<file path="config.mk">
export PLATFORM = sky130hd
export DESIGN_NAME = sum_lane_accumulator_flat
export DESIGN_NICKNAME = d
export VERILOG_FILES = /design/src/rtl/sum_lane_accumulator_if.sv /design/src/rtl/sum_lane_accumulator.sv /design/src/flat_wrapper.sv
export SDC_FILE = /design/constraint.sdc
export NUM_CORES = 1
export LEC_CHECK = 0
export BUFFER_PORTS_ARGS = -buffer_cell sky130_fd_sc_hd__buf_2
export CORE_ASPECT_RATIO = 0.8
export CORE_MARGIN = 2
export CORE_UTILIZATION = 50
export DETAILED_ROUTE_END_ITERATION = 10
export PLACE_DENSITY = 0.77
export SETUP_SLACK_MARGIN = 0.15
export SLEW_MARGIN = 20
export SYNTH_ARGS = -nofsm -noshare
export SYNTH_HDL_FRONTEND = slang
export SYNTH_SLANG_ARGS = --single-unit
</file>
<file path="constraint.sdc">
create_clock -name HCLK -period 3.54 [get_ports HCLK]
set_clock_uncertainty 0.1 [all_clocks]
set_input_delay 0.354 -clock HCLK [delete_from_list [all_inputs] [get_ports HCLK]]
set_output_delay 0.354 -clock HCLK [all_outputs]
set_load 0.005 [all_outputs]
</file>
<file path="src/rtl/sum_lane_accumulator_if.sv">
// Stream-in / sums-out bundle between the data feeder, the lane accumulator and the AHB master.
interface sum_lane_accumulator_if #(
    parameter int DATA_WIDTH = 16
);
    logic                  din_valid;
    logic [DATA_WIDTH-1:0] din;
    logic                  din_ready;
    logic                  sum_ack;
    logic                  isSumReady;
    logic [DATA_WIDTH-1:0] SUM1;
    logic [DATA_WIDTH-1:0] SUM2;
    logic [DATA_WIDTH-1:0] SUM3;
    logic [DATA_WIDTH-1:0] SUM4;
    logic [DATA_WIDTH-1:0] SUM5;
    logic [DATA_WIDTH-1:0] SUM6;
    logic [DATA_WIDTH-1:0] SUM7;
    logic [DATA_WIDTH-1:0] SUM8;

    modport master (
        output din_valid, din, sum_ack,
        input  din_ready, isSumReady,
        input  SUM1, SUM2, SUM3, SUM4, SUM5, SUM6, SUM7, SUM8
    );

    modport slave (
        input  din_valid, din, sum_ack,
        output din_ready, isSumReady,
        output SUM1, SUM2, SUM3, SUM4, SUM5, SUM6, SUM7, SUM8
    );
endinterface

</file>
<file path="src/rtl/sum_lane_accumulator.sv">
// Round-robin eight-lane checksum accumulator feeding the AHB write-back master.
// Define SUM_ONES_COMPLEMENT_EN for end-around-carry lane addition; default is modulo-2^W.
module sum_lane_accumulator #(
    parameter int DATA_WIDTH = 16
) (
    input  logic       HCLK,
    input  logic       RESET,
    input  logic       start,
    input  logic [1:0] DLEN,
    output logic       busy,
    sum_lane_accumulator_if.slave bus
);

    typedef enum logic [1:0] {
        IDLE  = 2'd0,
        ACCUM = 2'd1,
        DONE  = 2'd2
    } state_t;

    state_t                state;
    state_t                state_next;
    logic [5:0]            cnt;
    logic [5:0]            len_m1;
    logic [DATA_WIDTH-1:0] sum_q [8];
    logic                  take;
    logic                  last;

    function automatic logic [DATA_WIDTH-1:0] lane_add(
        input logic [DATA_WIDTH-1:0] a,
        input logic [DATA_WIDTH-1:0] b
    );
        logic [DATA_WIDTH:0] s;
        s = {1'b0, a} + {1'b0, b};
`ifdef SUM_ONES_COMPLEMENT_EN
        // End-around carry; a+b+1 never carries out again, so one fold suffices.
        return s[DATA_WIDTH-1:0] + {{(DATA_WIDTH-1){1'b0}}, s[DATA_WIDTH]};
`else
        return s[DATA_WIDTH-1:0];
`endif
    endfunction

    function automatic logic [5:0] decode_len_m1(input logic [1:0] code);
        case (code)
            2'b00:   return 6'd7;
            2'b01:   return 6'd15;
            2'b10:   return 6'd31;
            default: return 6'd63;
        endcase
    endfunction

    assign take = (state == ACCUM) && bus.din_valid;
    assign last = (cnt == len_m1);

    always_comb begin
        state_next = state;
        unique case (state)
            IDLE:    if (start) state_next = ACCUM;
            ACCUM:   if (take && last) state_next = DONE;
            DONE:    if (bus.sum_ack) state_next = IDLE;
            default: state_next = IDLE;
        endcase
    end

    always_ff @(posedge HCLK or negedge RESET) begin
        if (!RESET) begin
            state  <= IDLE;
            cnt    <= 6'd0;
            len_m1 <= 6'd7;
            for (int i = 0; i < 8; i++) sum_q[i] <= '0;
        end else begin
            state <= state_next;
            if (state == IDLE && start) begin
                len_m1 <= decode_len_m1(DLEN);
                cnt    <= 6'd0;
                for (int i = 0; i < 8; i++) sum_q[i] <= '0;
            end else if (take) begin
                sum_q[cnt[2:0]] <= lane_add(sum_q[cnt[2:0]], bus.din);
                // Hold at the final index so a 64-word block never wraps the counter.
                if (!last) cnt <= cnt + 6'd1;
            end
        end
    end

    assign bus.din_ready  = (state == ACCUM);
    assign bus.isSumReady = (state == DONE);
    assign busy           = (state != IDLE);

    assign bus.SUM1 = sum_q[0];
    assign bus.SUM2 = sum_q[1];
    assign bus.SUM3 = sum_q[2];
    assign bus.SUM4 = sum_q[3];
    assign bus.SUM5 = sum_q[4];
    assign bus.SUM6 = sum_q[5];
    assign bus.SUM7 = sum_q[6];
    assign bus.SUM8 = sum_q[7];

endmodule
</file>
<file path="src/flat_wrapper.sv">
// flat-port wrapper written by rule: the top's interface ports become plain ports
module sum_lane_accumulator_flat 
#(
    parameter int DATA_WIDTH = 16
)
  (HCLK, RESET, start, DLEN, busy, bus_din_valid, bus_din, bus_sum_ack, bus_din_ready, bus_isSumReady, bus_SUM1, bus_SUM2, bus_SUM3, bus_SUM4, bus_SUM5, bus_SUM6, bus_SUM7, bus_SUM8);
  sum_lane_accumulator_if #(.DATA_WIDTH(DATA_WIDTH)) bus_i ();
  input  logic HCLK;
  input  logic RESET;
  input  logic start;
  input  logic [1:0] DLEN;
  output logic busy;
  input wire logic [$bits(bus_i.din_valid)-1:0] bus_din_valid;
  input wire logic [$bits(bus_i.din)-1:0] bus_din;
  input wire logic [$bits(bus_i.sum_ack)-1:0] bus_sum_ack;
  output wire logic [$bits(bus_i.din_ready)-1:0] bus_din_ready;
  output wire logic [$bits(bus_i.isSumReady)-1:0] bus_isSumReady;
  output wire logic [$bits(bus_i.SUM1)-1:0] bus_SUM1;
  output wire logic [$bits(bus_i.SUM2)-1:0] bus_SUM2;
  output wire logic [$bits(bus_i.SUM3)-1:0] bus_SUM3;
  output wire logic [$bits(bus_i.SUM4)-1:0] bus_SUM4;
  output wire logic [$bits(bus_i.SUM5)-1:0] bus_SUM5;
  output wire logic [$bits(bus_i.SUM6)-1:0] bus_SUM6;
  output wire logic [$bits(bus_i.SUM7)-1:0] bus_SUM7;
  output wire logic [$bits(bus_i.SUM8)-1:0] bus_SUM8;
  assign bus_i.din_valid = bus_din_valid;
  assign bus_i.din = bus_din;
  assign bus_i.sum_ack = bus_sum_ack;
  assign bus_din_ready = bus_i.din_ready;
  assign bus_isSumReady = bus_i.isSumReady;
  assign bus_SUM1 = bus_i.SUM1;
  assign bus_SUM2 = bus_i.SUM2;
  assign bus_SUM3 = bus_i.SUM3;
  assign bus_SUM4 = bus_i.SUM4;
  assign bus_SUM5 = bus_i.SUM5;
  assign bus_SUM6 = bus_i.SUM6;
  assign bus_SUM7 = bus_i.SUM7;
  assign bus_SUM8 = bus_i.SUM8;
  sum_lane_accumulator #(.DATA_WIDTH(DATA_WIDTH)) u_core (.HCLK(HCLK), .RESET(RESET), .start(start), .DLEN(DLEN), .busy(busy), .bus(bus_i));
endmodule
</file>
==> run_summary.xml <==
<?xml version="1.0" encoding="UTF-8"?>
<metrics>
  <group name="status">
    <metric name="outcome" unit="">finished, final reports clean</metric>
  </group>
  <group name="cts">
    <metric name="cts_tree" unit="">yes</metric>
    <metric name="cts_root_buf" unit="">sky130_fd_sc_hd__clkbuf_16</metric>
    <metric name="ctsHtreeMaxLevel" unit="">4</metric>
    <metric name="clock_latency" unit="ns">0.44</metric>
    <metric name="ctsLongestPathBuffers" unit="">2</metric>
    <metric name="clock_slew_seen_by_the_registers_of_the_worst_setup_and_hold_paths" unit="ns">0.06</metric>
    <metric name="cts_inserted_buffers" unit="">17</metric>
    <metric name="tritoncts_num_sinks" unit="">139</metric>
  </group>
  <group name="grt">
    <metric name="grt_antenna_before_repair" unit="">0</metric>
    <metric name="gr-total-overflow" unit="">0</metric>
    <metric name="first_global_vias" unit="">6816</metric>
    <metric name="pin_count_of_the_biggest_net_entering_global_routing" unit="">82</metric>
    <metric name="combined_global_route_utilization_of_all_metal_layers" unit="%">33.4</metric>
    <metric name="grt_first_pass_wirelength" unit="um">38400</metric>
  </group>
  <group name="floorplan">
    <metric name="core_footprint" unit="um^2">14100</metric>
    <metric name="design.portCount" unit="">154</metric>
    <metric name="die_area" unit="um^2">15300</metric>
    <metric name="num_rows" unit="">39</metric>
    <metric name="fp.dieW" unit="um">138</metric>
    <metric name="starting_density_of_the_core" unit="%">50.7</metric>
    <metric name="die_y" unit="um">111</metric>
  </group>
  <group name="yosys">
    <metric name="post-synth-top-count-cell" unit="">sky130_fd_sc_hd__dfrtp_1</metric>
    <metric name="synth_top_family_by_area" unit="">compound AO/OA/AOI/OAI gates</metric>
    <metric name="synth_async_sr_flop_share" unit="%">100</metric>
    <metric name="synth-simple-area-share" unit="%">15.6</metric>
    <metric name="synth_commonest_cells" unit="">sky130_fd_sc_hd__dfrtp_1 (139), sky130_fd_sc_hd__nand3_1 (104), sky130_fd_sc_hd__o21ai_0 (101)</metric>
    <metric name="yosys_register_bits" unit="">139</metric>
    <metric name="post_synth_mux_area_share" unit="%">7.02</metric>
    <metric name="total_number_of_yosys_warnings" unit="">0</metric>
    <metric name="synth.top_cell.area_share" unit="%">48.7</metric>
    <metric name="mappedNetlistArea" unit="um^2">7150</metric>
    <metric name="yosys.area.top_type" unit="">sky130_fd_sc_hd__dfrtp_1</metric>
    <metric name="dominantRegCellSynth" unit="">sky130_fd_sc_hd__dfrtp_1</metric>
    <metric name="number_of_enable_type_register_cells_in_the_synthesized_netlist" unit="">0</metric>
    <metric name="synth_cells" unit="">736</metric>
    <metric name="synth_area_per_cell" unit="um^2">9.71</metric>
    <metric name="synth_cell_type_count" unit="">55</metric>
    <metric name="synthTopCellsByArea" unit="">sky130_fd_sc_hd__dfrtp_1 (49%), sky130_fd_sc_hd__nand3_1 (7.3%), sky130_fd_sc_hd__o21ai_0 (7.1%)</metric>
    <metric name="arithmetic_cell_share_of_the_synthesized_area_counting_full_adders_half_adders_and_majority_gates" unit="%">3.08</metric>
    <metric name="sequential_to_total_area_share_from_yosys_stat" unit="%">48.7</metric>
    <metric name="synth-compound-area-share" unit="%">20.4</metric>
    <metric name="synthXorXnorAreaFrac" unit="%">1.84</metric>
    <metric name="mappedNetlistNets" unit="">776</metric>
  </group>
  <group name="setup_path">
    <metric name="worst_setup_path_start_kind" unit="">flop</metric>
    <metric name="timing.critical_path.required" unit="ns">3.76</metric>
    <metric name="worstSetupEndpointType" unit="">flop</metric>
    <metric name="path_class" unit="">reg2reg</metric>
    <metric name="worstPathMaxFanout" unit="">8</metric>
    <metric name="arrival_time_at_the_worst_endpoint" unit="ns">3.68</metric>
  </group>
  <group name="final_layout">
    <metric name="final-instance-count-excl-fill" unit="">1124</metric>
    <metric name="antennaDiodeCount" unit="">0</metric>
    <metric name="utilization" unit="%">67.8</metric>
    <metric name="synthToLayoutAreaGrowth" unit="%">33.8</metric>
    <metric name="layout-drive-gt1-share" unit="%">37.7</metric>
    <metric name="layout_nets" unit="">967</metric>
  </group>
  <group name="drt">
    <metric name="wirelength" unit="um">25200</metric>
    <metric name="dr.pass1.iters" unit="">8</metric>
    <metric name="detailedRoute.firstIterationViolations" unit="">872</metric>
    <metric name="detail-route-antenna-nets" unit="">0</metric>
    <metric name="route.detailed.drc" unit="">0</metric>
    <metric name="detail_route.vias_per_cell" unit="">6.38</metric>
    <metric name="vias" unit="">7166</metric>
    <metric name="wire_per_inst" unit="um">22.4</metric>
  </group>
  <group name="flow_run">
    <metric name="cap_violations" unit="">0</metric>
  </group>
  <group name="timing">
    <metric name="timing.fmax" unit="MHz">289</metric>
    <metric name="final_min_period_over_clock_period" unit="%">97.9</metric>
    <metric name="totalNegativeSetupSlack" unit="ns">0</metric>
    <metric name="grt_setup_unrepaired" unit="">true</metric>
    <metric name="final_slew_violations" unit="">0</metric>
    <metric name="min_period" unit="ns">3.46</metric>
    <metric name="timing.slew.headroom" unit="%">30.7</metric>
    <metric name="report.final.setup_viol" unit="">0</metric>
    <metric name="worst_hold_slack" unit="ns">0.0634</metric>
    <metric name="hold_violations_final" unit="">0</metric>
    <metric name="actual_transition_at_the_worst_max_transition_pin" unit="ns">1.03</metric>
  </group>
  <group name="power">
    <metric name="p_per_area" unit="nW/um^2">1220</metric>
    <metric name="max-vdd-ir-drop" unit="uV">718</metric>
    <metric name="p_leak" unit="nW">4.61</metric>
    <metric name="finalPower" unit="mW">11.7</metric>
  </group>
  <group name="placed_design">
    <metric name="finalWeightedCongestion" unit="">0.980</metric>
    <metric name="dp_hpwl" unit="um">16700</metric>
    <metric name="place.detailed.instances" unit="">1077</metric>
    <metric name="io_buffers" unit="">153</metric>
  </group>
  <group name="worst_hold_path">
    <metric name="hold_class" unit="">in2reg</metric>
  </group>
</metrics>
routing by layer:
| layer | vias to the layer above | GRT usage, % | wire [um] |
|---|---|---|---|
| met5 | - | 0 | 0 |
| met4 | 0 | 11.1 | 595 |
| met3 | 57 | 9.69 | 2790 |
| met2 | 468 | 47.2 | 11400 |
| met1 | 3495 | 49.4 | 10500 |
| li1 | 3146 | - | - |
through the flow:
step / instance area, um^2 / setup WS [ns]
final: 9570 / 0.0753
after global routing: 9570 / -0.0229
after CTS: 9190 / 0.154
after detailed placement: 8410 / -0.0446
after global placement: 8410 / -0.00506
after floorplan: 7180 / 0.153
registers in the layout (all words and copies together), names as in the netlist:
name and count:
u_core.bus.SUM1 16, u_core.bus.SUM2 16, u_core.bus.SUM3 16, u_core.bus.SUM4 16
u_core.bus.SUM5 16, u_core.bus.SUM6 16, u_core.bus.SUM7 16, u_core.bus.SUM8 16
u_core.cnt 6, u_core.len_m1 3, u_core.state 2
final cells by class:
type,count,area (um^2)
Timing Repair Buffer,226,1390
Clock buffer,18,439
Fill cell,1059,4540
Multi-Input combinational cell,532,3800
Tap cell,184,230
Clock inverter,14,181
Sequential cell,139,3480
Inverter,11,45.0
power breakdown:
group / leakage (nW) / switching (mW) / internal, mW / total [mW]
Sequential: 1.80 / 0.640 / 2.22 / 2.86
Combinational: 2.50 / 3.97 / 2.96 / 6.93
Clock: 0.302 / 0.784 / 1.09 / 1.87
Total: 4.61 / 5.40 / 6.27 / 11.7
worst max-delay path: stages, from the launching register on:
cell and delay [ns]:
sky130_fd_sc_hd__dfrtp_4 0.50, sky130_fd_sc_hd__buf_4 0.19, sky130_fd_sc_hd__nor2_2 0.39, sky130_fd_sc_hd__a221oi_1 0.17, sky130_fd_sc_hd__o221ai_1 0.25, sky130_fd_sc_hd__ha_1 0.31
sky130_fd_sc_hd__a21oi_2 0.21, sky130_fd_sc_hd__o21ai_0 0.15, sky130_fd_sc_hd__a221o_1 0.40, sky130_fd_sc_hd__or3_4 0.44, sky130_fd_sc_hd__a31o_1 0.25
final timing paths:
| kind | slack (ns) | to | cells after the start | start |
|---|---|---|---|---|
| setup / recovery | 0.08 | u_core.bus.SUM5[15] | 10 | u_core.cnt[0] |
| hold / removal | 0.06 | u_core.len_m1[4] | 3 | DLEN[1] |
| setup reg to reg | 0.08 | u_core.bus.SUM5[15] | 10 | u_core.cnt[0] |
| hold reg to reg | 0.42 | u_core.len_m1[4] | 2 | u_core.len_m1[4] |
| max in group asynchronous | 2.17 | u_core.bus.SUM2[3] | 3 | RESET |
| min in group asynchronous | 0.37 | u_core.len_m1[3] | 2 | RESET |
cells in the final DEF, fill, tap and decap left out, drive strengths merged, types with 10 or more instances in the layout:
cell,n
clkbuf,18
mux4,14
mux2,13
nand2,58
ha,16
dfrtp,139
nor2,26
o21ai,103
buf,225
inv,16
a31oi,10
nand3,104
xor2,11
a21oi,44
a221oi,18
and3,13
o31ai,10
logic make-up (layout without fill, tap and decap cells):
family,Yosys count,in the layout
compound gates,237,237
xor+xnor,15,15
fa+ha+maj,17,17
buf+inv,65,269
flops,139,139
mux,31,31
simple gates,232,232
timing repair:
| item | in CTS | in global routing |
|---|---|---|
| pin swaps | 6 | 38 |
| cloned | 0 | 0 |
| endpoints found under the hold margin | 58 | 0 |
| hold buffers | 1 | 0 |
| resized for setup | 20 | 83 |
| setup endpoints to repair | 64 | 87 |
| buffers inserted | 7 | 7 |
(Power assumes the default switching activity.)
